[src/rtl/axi_stream_header_strip.sv]
// -----------------------------------------------------------------------------
// axi_stream_header_strip
//
// Removes the first S bytes (S = byte_strip_cnt + 1, 1..DATA_BYTE_WD) of every
// packet on a byte-oriented AXI-Stream style interface and realigns the rest of
// the packet so that output beats are again fully packed from the MSB byte.
// Byte 0 of a beat sits at data[DATA_WD-1 -: 8]; keep is MSB-aligned contiguous.
//
// Ports
//   clk, rst_n                          clock, asynchronous active-low reset
//   valid_strip/ready_strip,            per-packet strip descriptor
//     byte_strip_cnt                    (strip length minus one)
//   valid_in/ready_in, data_in,         upstream beat
//     keep_in, last_in
//   valid_out/ready_out, data_out,      realigned downstream beat (registered)
//     keep_out, last_out
//   pkt_cnt, drop_cnt                   optional 16-bit packet / dropped-packet
//                                       counters, present only when the macro
//                                       STRIP_PKT_CNT_EN is defined
// -----------------------------------------------------------------------------
module axi_stream_header_strip #(
    parameter int DATA_WD      = 32,
    parameter int DATA_BYTE_WD = DATA_WD / 8,
    parameter int BYTE_CNT_WD  = $clog2(DATA_BYTE_WD)
) (
    input  logic                    clk,
    input  logic                    rst_n,
    input  logic                    valid_in,
    output logic                    ready_in,
    input  logic [DATA_WD-1:0]      data_in,
    input  logic [DATA_BYTE_WD-1:0] keep_in,
    input  logic                    last_in,
    output logic                    valid_out,
    input  logic                    ready_out,
    output logic [DATA_WD-1:0]      data_out,
    output logic [DATA_BYTE_WD-1:0] keep_out,
    output logic                    last_out,
    input  logic                    valid_strip,
    output logic                    ready_strip,
    input  logic [BYTE_CNT_WD-1:0]  byte_strip_cnt
`ifdef STRIP_PKT_CNT_EN
    ,
    output logic [15:0]             pkt_cnt,
    output logic [15:0]             drop_cnt
`endif
);

    // Byte counts range 0..DATA_BYTE_WD, one bit wider than the strip count.
    localparam int CW = BYTE_CNT_WD + 1;
    localparam logic [CW-1:0] DBW_C = CW'(DATA_BYTE_WD);

    typedef enum logic [1:0] {
        IDLE   = 2'd0,
        FIRST  = 2'd1,
        STREAM = 2'd2,
        FLUSH  = 2'd3
    } state_e;

    // Number of set bits in a keep vector.
    function automatic logic [CW-1:0] count_keep(input logic [DATA_BYTE_WD-1:0] k);
        logic [CW-1:0] c;
        c = '0;
        for (int i = 0; i < DATA_BYTE_WD; i++) begin
            c = c + CW'(k[i]);
        end
        return c;
    endfunction

    // MSB-aligned keep vector with n ones.
    function automatic logic [DATA_BYTE_WD-1:0] keep_of(input logic [CW-1:0] n);
        logic [DATA_BYTE_WD-1:0] k;
        for (int i = 0; i < DATA_BYTE_WD; i++) begin
            k[DATA_BYTE_WD-1-i] = (CW'(i) < n);
        end
        return k;
    endfunction

    // Zero every byte whose keep bit is clear.
    function automatic logic [DATA_WD-1:0] mask_data(input logic [DATA_WD-1:0]      d,
                                                     input logic [DATA_BYTE_WD-1:0] k);
        logic [DATA_WD-1:0] m;
        for (int i = 0; i < DATA_BYTE_WD; i++) begin
            m[DATA_WD-1-8*i -: 8] = d[DATA_WD-1-8*i -: 8] & {8{k[DATA_BYTE_WD-1-i]}};
        end
        return m;
    endfunction

    state_e                  state_q, state_d;
    logic [CW-1:0]           s_q, s_d;        // strip length S
    logic [CW-1:0]           r_q, r_d;        // residual byte count (leftover count in FLUSH)
    logic [DATA_WD-1:0]      res_q, res_d;    // residual bytes, MSB-aligned
    logic                    valid_out_q, valid_out_d;
    logic [DATA_WD-1:0]      data_out_q, data_out_d;
    logic [DATA_BYTE_WD-1:0] keep_out_q, keep_out_d;
    logic                    last_out_q, last_out_d;

    logic                    out_free_s;
    logic                    accept_in_s;
    logic                    drop_s;
    logic [CW-1:0]           k_s;
    logic [CW:0]             total_s;
    logic [DATA_WD-1:0]      merged_s;
    logic [DATA_WD-1:0]      carry_s;
    logic [DATA_WD-1:0]      first_s;

    assign out_free_s  = !valid_out_q || ready_out;
    assign ready_strip = (state_q == IDLE);
    assign ready_in    = ((state_q == FIRST) || (state_q == STREAM)) && out_free_s;
    assign accept_in_s = valid_in && ready_in;

    // Beat arithmetic shared by the FSM branches.
    always_comb begin
        k_s      = count_keep(keep_in);
        total_s  = {1'b0, r_q} + {1'b0, k_s};
        // Residual bytes followed by the head of the new beat.
        merged_s = res_q | (data_in >> {r_q, 3'b000});
        // Tail of the new beat that did not fit; a shift by the full width gives 0.
        carry_s  = data_in << {DBW_C - r_q, 3'b000};
        // First beat with the S header bytes removed.
        first_s  = data_in << {s_q, 3'b000};
    end

    // Next-state and next-output decode.
    always_comb begin
        state_d     = state_q;
        s_d         = s_q;
        r_d         = r_q;
        res_d       = res_q;
        valid_out_d = valid_out_q;
        data_out_d  = data_out_q;
        keep_out_d  = keep_out_q;
        last_out_d  = last_out_q;
        drop_s      = 1'b0;

        if (valid_out_q && ready_out) begin
            valid_out_d = 1'b0;
        end else begin
            valid_out_d = valid_out_q;
        end

        case (state_q)
            IDLE: begin
                if (valid_strip) begin
                    s_d     = {1'b0, byte_strip_cnt} + CW'(1);
                    r_d     = '0;
                    res_d   = '0;
                    state_d = FIRST;
                end else begin
                    state_d = IDLE;
                end
            end
            FIRST: begin
                if (accept_in_s && !last_in) begin
                    res_d   = first_s;
                    r_d     = DBW_C - s_q;
                    state_d = STREAM;
                end else if (accept_in_s) begin
                    res_d   = '0;
                    r_d     = '0;
                    state_d = IDLE;
                    if (k_s > s_q) begin
                        valid_out_d = 1'b1;
                        keep_out_d  = keep_of(k_s - s_q);
                        data_out_d  = mask_data(first_s, keep_of(k_s - s_q));
                        last_out_d  = 1'b1;
                    end else begin
                        // Packet is entirely header: nothing to emit.
                        drop_s = 1'b1;
                    end
                end else begin
                    state_d = FIRST;
                end
            end
            STREAM: begin
                if (accept_in_s && (!last_in || (total_s > {1'b0, DBW_C}))) begin
                    valid_out_d = 1'b1;
                    data_out_d  = merged_s;
                    keep_out_d  = '1;
                    last_out_d  = 1'b0;
                    res_d       = carry_s;
                    if (last_in) begin
                        r_d     = CW'(total_s - {1'b0, DBW_C});
                        state_d = FLUSH;
                    end else begin
                        state_d = STREAM;
                    end
                end else if (accept_in_s) begin
                    valid_out_d = 1'b1;
                    keep_out_d  = keep_of(CW'(total_s));
                    data_out_d  = mask_data(merged_s, keep_of(CW'(total_s)));
                    last_out_d  = 1'b1;
                    res_d       = '0;
                    r_d         = '0;
                    state_d     = IDLE;
                end else begin
                    state_d = STREAM;
                end
            end
            FLUSH: begin
                if (out_free_s) begin
                    valid_out_d = 1'b1;
                    keep_out_d  = keep_of(r_q);
                    data_out_d  = mask_data(res_q, keep_of(r_q));
                    last_out_d  = 1'b1;
                    res_d       = '0;
                    r_d         = '0;
                    state_d     = IDLE;
                end else begin
                    state_d = FLUSH;
                end
            end
            default: begin
                state_d = IDLE;
            end
        endcase
    end

    // State and registered-output flops.
    always_ff @(posedge clk or negedge rst_n) begin
        if (!rst_n) begin
            state_q     <= IDLE;
            s_q         <= '0;
            r_q         <= '0;
            res_q       <= '0;
            valid_out_q <= 1'b0;
            data_out_q  <= '0;
            keep_out_q  <= '0;
            last_out_q  <= 1'b0;
        end else begin
            state_q     <= state_d;
            s_q         <= s_d;
            r_q         <= r_d;
            res_q       <= res_d;
            valid_out_q <= valid_out_d;
            data_out_q  <= data_out_d;
            keep_out_q  <= keep_out_d;
            last_out_q  <= last_out_d;
        end
    end

    assign valid_out = valid_out_q;
    assign data_out  = data_out_q;
    assign keep_out  = keep_out_q;
    assign last_out  = last_out_q;

`ifdef STRIP_PKT_CNT_EN
    logic [15:0] pkt_cnt_q;
    logic [15:0] drop_cnt_q;

    // Delivered-packet and dropped-packet counters (wrap naturally).
    always_ff @(posedge clk or negedge rst_n) begin
        if (!rst_n) begin
            pkt_cnt_q  <= 16'd0;
            drop_cnt_q <= 16'd0;
        end else begin
            if (valid_out_q && ready_out && last_out_q) begin
                pkt_cnt_q <= pkt_cnt_q + 16'd1;
            end
            if (drop_s) begin
                drop_cnt_q <= drop_cnt_q + 16'd1;
            end
        end
    end

    assign pkt_cnt  = pkt_cnt_q;
    assign drop_cnt = drop_cnt_q;
`endif

endmodule

[config.mk]
export PLATFORM = sky130hd
export DESIGN_NAME = axi_stream_header_strip
export DESIGN_NICKNAME = d
export VERILOG_FILES = /design/src/rtl/axi_stream_header_strip.sv
export SDC_FILE = /design/constraint.sdc
export NUM_CORES = 1
export LEC_CHECK = 0
export ABC_AREA = 1
export ABC_CLOCK_PERIOD_IN_PS = 2400
export CAP_MARGIN = 10
export CORE_AREA = 5 5 144 112
export CTS_CLUSTER_DIAMETER = 80
export CTS_CLUSTER_SIZE = 14
export DETAILED_ROUTE_END_ITERATION = 6
export DIE_AREA = 0 0 149 117
export GPL_TIMING_DRIVEN = 0
export HOLD_SLACK_MARGIN = 0.02
export PLACE_DENSITY = 0.73
export SLEW_MARGIN = 20
export SYNTH_ARGS = -nofsm -noshare
export SYNTH_HDL_FRONTEND = slang
export SYNTH_SLANG_ARGS = --single-unit
[constraint.sdc]
create_clock -name clk -period 2.4 [get_ports clk]
set_input_delay 0.48 -clock clk [delete_from_list [all_inputs] [get_ports clk]]
set_output_delay 0.48 -clock clk [all_outputs]
set_load 0.02 [all_outputs]
==> flow_summary.ini <==
[run_status]
status = finished with violations
violations = design-rule violations, negative setup slack

[clock_network]
cts_tree = done
cts_root_buf = clkbuf_16
ctsHoldBuffers = 0
cts.path.max_buffers = 2
cts.sinks = 78
clock_latency_ns = 0.36
cts_made_buffers = 9
path_clk_slew_ns = 0.07
htreeDepth = 3

[yosys]
synth_cells = 1233
synth_xor_area_frac = 0.00357
netlist_area_sq_um = 7370
avgSynthCellArea_sq_um = 5.98
yosysWarnings = 0
synth.area.mux_share = 0
synth_top_family_by_area = simple AND/OR/NAND/NOR gates
synthSimpleGateAreaFrac = 0.470
synth_compound_area_frac = 0.132
ys_types = 39
syn-num-nets = 1294
synth_fa_ha_area_frac = 0.0319
yosysSeqAreaShare = 0.265
ys_ff_latch = 78

[min_path]
min_path_type = input pin to async pin

[worst_setup_path]
worstPathArrival_ns = 3.18
cp-end-kind = register
timing.rr.start = state_q[0]$_DFF_PN0_
cp_common_cell = nand2_8
critPathRequiredTime_ns = 2.65
crit_fanout = 7
r2r_end = data_out[1]$_DFFE_PN0P_
crit_chain = buf_6 > fa_1 > ha_4 > ha_4 > inv_2 > fa_2 > nand2_2 > nand3_4 > nand2_8 > nand2_8 > inv_4 > nand2_8 > nand3_2 > nor2_4 > nor2_1
crit_start = keep_in[0]
slowest_delay_ns = 0.54
crit_type = input pin to register
start_kind = input pin
r2r_cells = 8
r2r_slack_ns = -0.46
endpoint = keep_out[0]$_DFFE_PN0P_
critPathSlowestCell = fa_2

[floorplan]
core_sq_um = 14700
rows = 39
pin_count = 84
die_y_um = 117
die_area_sq_um = 17400
initial_utilization = 0.500
dieWidth_um = 149

[timing]
postLayoutSetupSlackWorst_ns = -0.528
drv_slew = 0
min_period_ns = 2.93
worst_clock_skew_ns = 0.00600
setup_viol = 74
fmax_mhz = 342
hold_viol = 0
min_period_over_period = 1.22
holdWs_ns = 0.0993
slew_headroom = 0.183
rsz0062_at_grt = yes
worst_pin_slew_ns = 1.22

[routing]
drc = 3
drt_iter0_markers = 1512
via_count = 9521
routed_wirelength_mm = 35.8
postRouteAntennaNets = 0
post_drt_via_cell_ratio = 6.12
wire_per_inst_um = 23.0
drt_pass1_iterations = 7

[layout]
drive_gt1_frac = 0.179
diodes = 0
syn_to_final_growth_pct = 32.5
layout_common_cells = nand2_1, nand3_1, nor2_1
final_net_count = 1407
num-fill-cells = 1368
final_common_cell = nand2_1
final_core_util = 0.662

[job]
drv_cap = 0

[power]
p_total_mw = 12.3
leakagePower_nw = 4.82
powerDensity_nw_per_um2 = 1260
vdd_drop_max_mv = 0.650

[placed_design]
numPortBuffers = 83
dpl.hpwl_mm = 25.4
gp_congestion = 1.09

[global_route]
grt_usage = 0.398
antenna_found_initial = 0
grt_pass1_wl_mm = 51.6
gr-total-overflow = 0
grt_pass1_vias = 8736
grt_start_max_net_pins = 42
cell families (layout without fill, tap and decap cells):
| family | count (synthesis) | in the layout |
|---|---|---|
| flops | 78 | 78 |
| simple gates | 807 | 809 |
| buf+inv | 161 | 277 |
| fa+ha+maj | 17 | 17 |
| compound gates | 167 | 167 |
| xor+xnor | 3 | 3 |
state kept, by name, summed over array words and instances, names as in the netlist:
name and count:
keep_out 4, res_q 32, state_q 2, r_q 3
s_q 3, valid_out 1, last_out 1, data_out 32
cell usage after synthesis (all sizes together):
library cell | n | share of area
a32oi | 1 | 0.0012
a21boi | 8 | 0.0082
fa | 3 | 0.0082
dfrtp | 78 | 0.26
o22ai | 8 | 0.0068
o211ai | 14 | 0.014
clkbuf | 24 | 0.012
a211oi | 4 | 0.0041
o21bai | 4 | 0.0041
clkinv | 2 | 0.0010
a31oi | 5 | 0.0042
nand2 | 475 | 0.24
xor2 | 2 | 0.0024
o21a | 1 | 0.0010
xnor2 | 1 | 0.0012
nand3b | 20 | 0.020
inv | 92 | 0.047
buf | 43 | 0.038
o21ai | 78 | 0.053
nand3 | 184 | 0.13
nand4 | 1 | 0.0029
ha | 14 | 0.024
a21oi | 30 | 0.021
nor2 | 106 | 0.057
a22oi | 14 | 0.014
or2 | 21 | 0.018
how the worst min path moves through the flow:
stage,endpoint,start,cells after the start,slack [ns]
final,last_out$_DFFE_PN0P_,rst_n,1,0.1
after global routing,state_q[0]$_DFF_PN0_,rst_n,1,0.15
after CTS,last_out$_DFFE_PN0P_,rst_n,1,0.12
after detailed placement,data_out[16]$_DFFE_PN0P_,data_out[16]$_DFFE_PN0P_,2,0.46
after global placement,data_out[20]$_DFFE_PN0P_,data_out[20]$_DFFE_PN0P_,2,0.46
after floorplan,data_out[0]$_DFFE_PN0P_,rst_n,0,0.18
critical path, delay by kind of cell:
kind	cells	cell delay [ns]
simple gates	8	0.93
fa+ha+maj	4	1.55
buf+inv	3	0.22
metal layers:
metal / vias to the layer above / global-route usage / part of all wire
li1: 4224 / - / -
met5: - / 0 / 0.0017
met4: 3 / 0.207 / 0.048
met2: 811 / 0.559 / 0.40
met1: 4357 / 0.524 / 0.39
met3: 126 / 0.167 / 0.16
report_power, final:
group	total, mW	switching [mW]	leakage (nW)	internal (mW)
logic	8.80	5.96	3.65	2.84
clock network	1.55	0.629	0.153	0.920
registers	1.94	0.247	1.02	1.70
total	12.3	6.83	4.82	5.46
through the flow:
stage                     worst slack, ns  area (sq um)  cells  setup TNS (ns)
final                              -0.528          9760   1556          -31.04
after global routing               -0.586          9760   1556          -37.60
after CTS                          -0.446          9260   1547          -28.41
after detailed placement            -1.51          8530   1522          -96.44
after global placement              -2.11          8520   1521         -258.34
after floorplan                    -0.535          7430   1233          -36.23
final cells by class:
| type | count | area (sq um) | area share |
|---|---|---|---|
| Multi-Input combinational cell | 996 | 5370 | 0.550 |
| Sequential cell | 78 | 1950 | 0.200 |
| Tap cell | 205 | 256 | 0.0263 |
| Clock buffer | 10 | 229 | 0.0235 |
| Inverter | 94 | 372 | 0.0381 |
| Buffer | 66 | 439 | 0.0450 |
| Clock inverter | 6 | 93.8 | 0.00961 |
| Timing Repair Buffer | 101 | 1050 | 0.107 |
repair_timing:
item	4_1_cts	5_1_grt
setup endpoints to repair	76	75
setup buffers	6	9
pin swaps	21	38
cloned	4	2
gates resized for setup	82	120
Power figures use the tool's default switching activity.
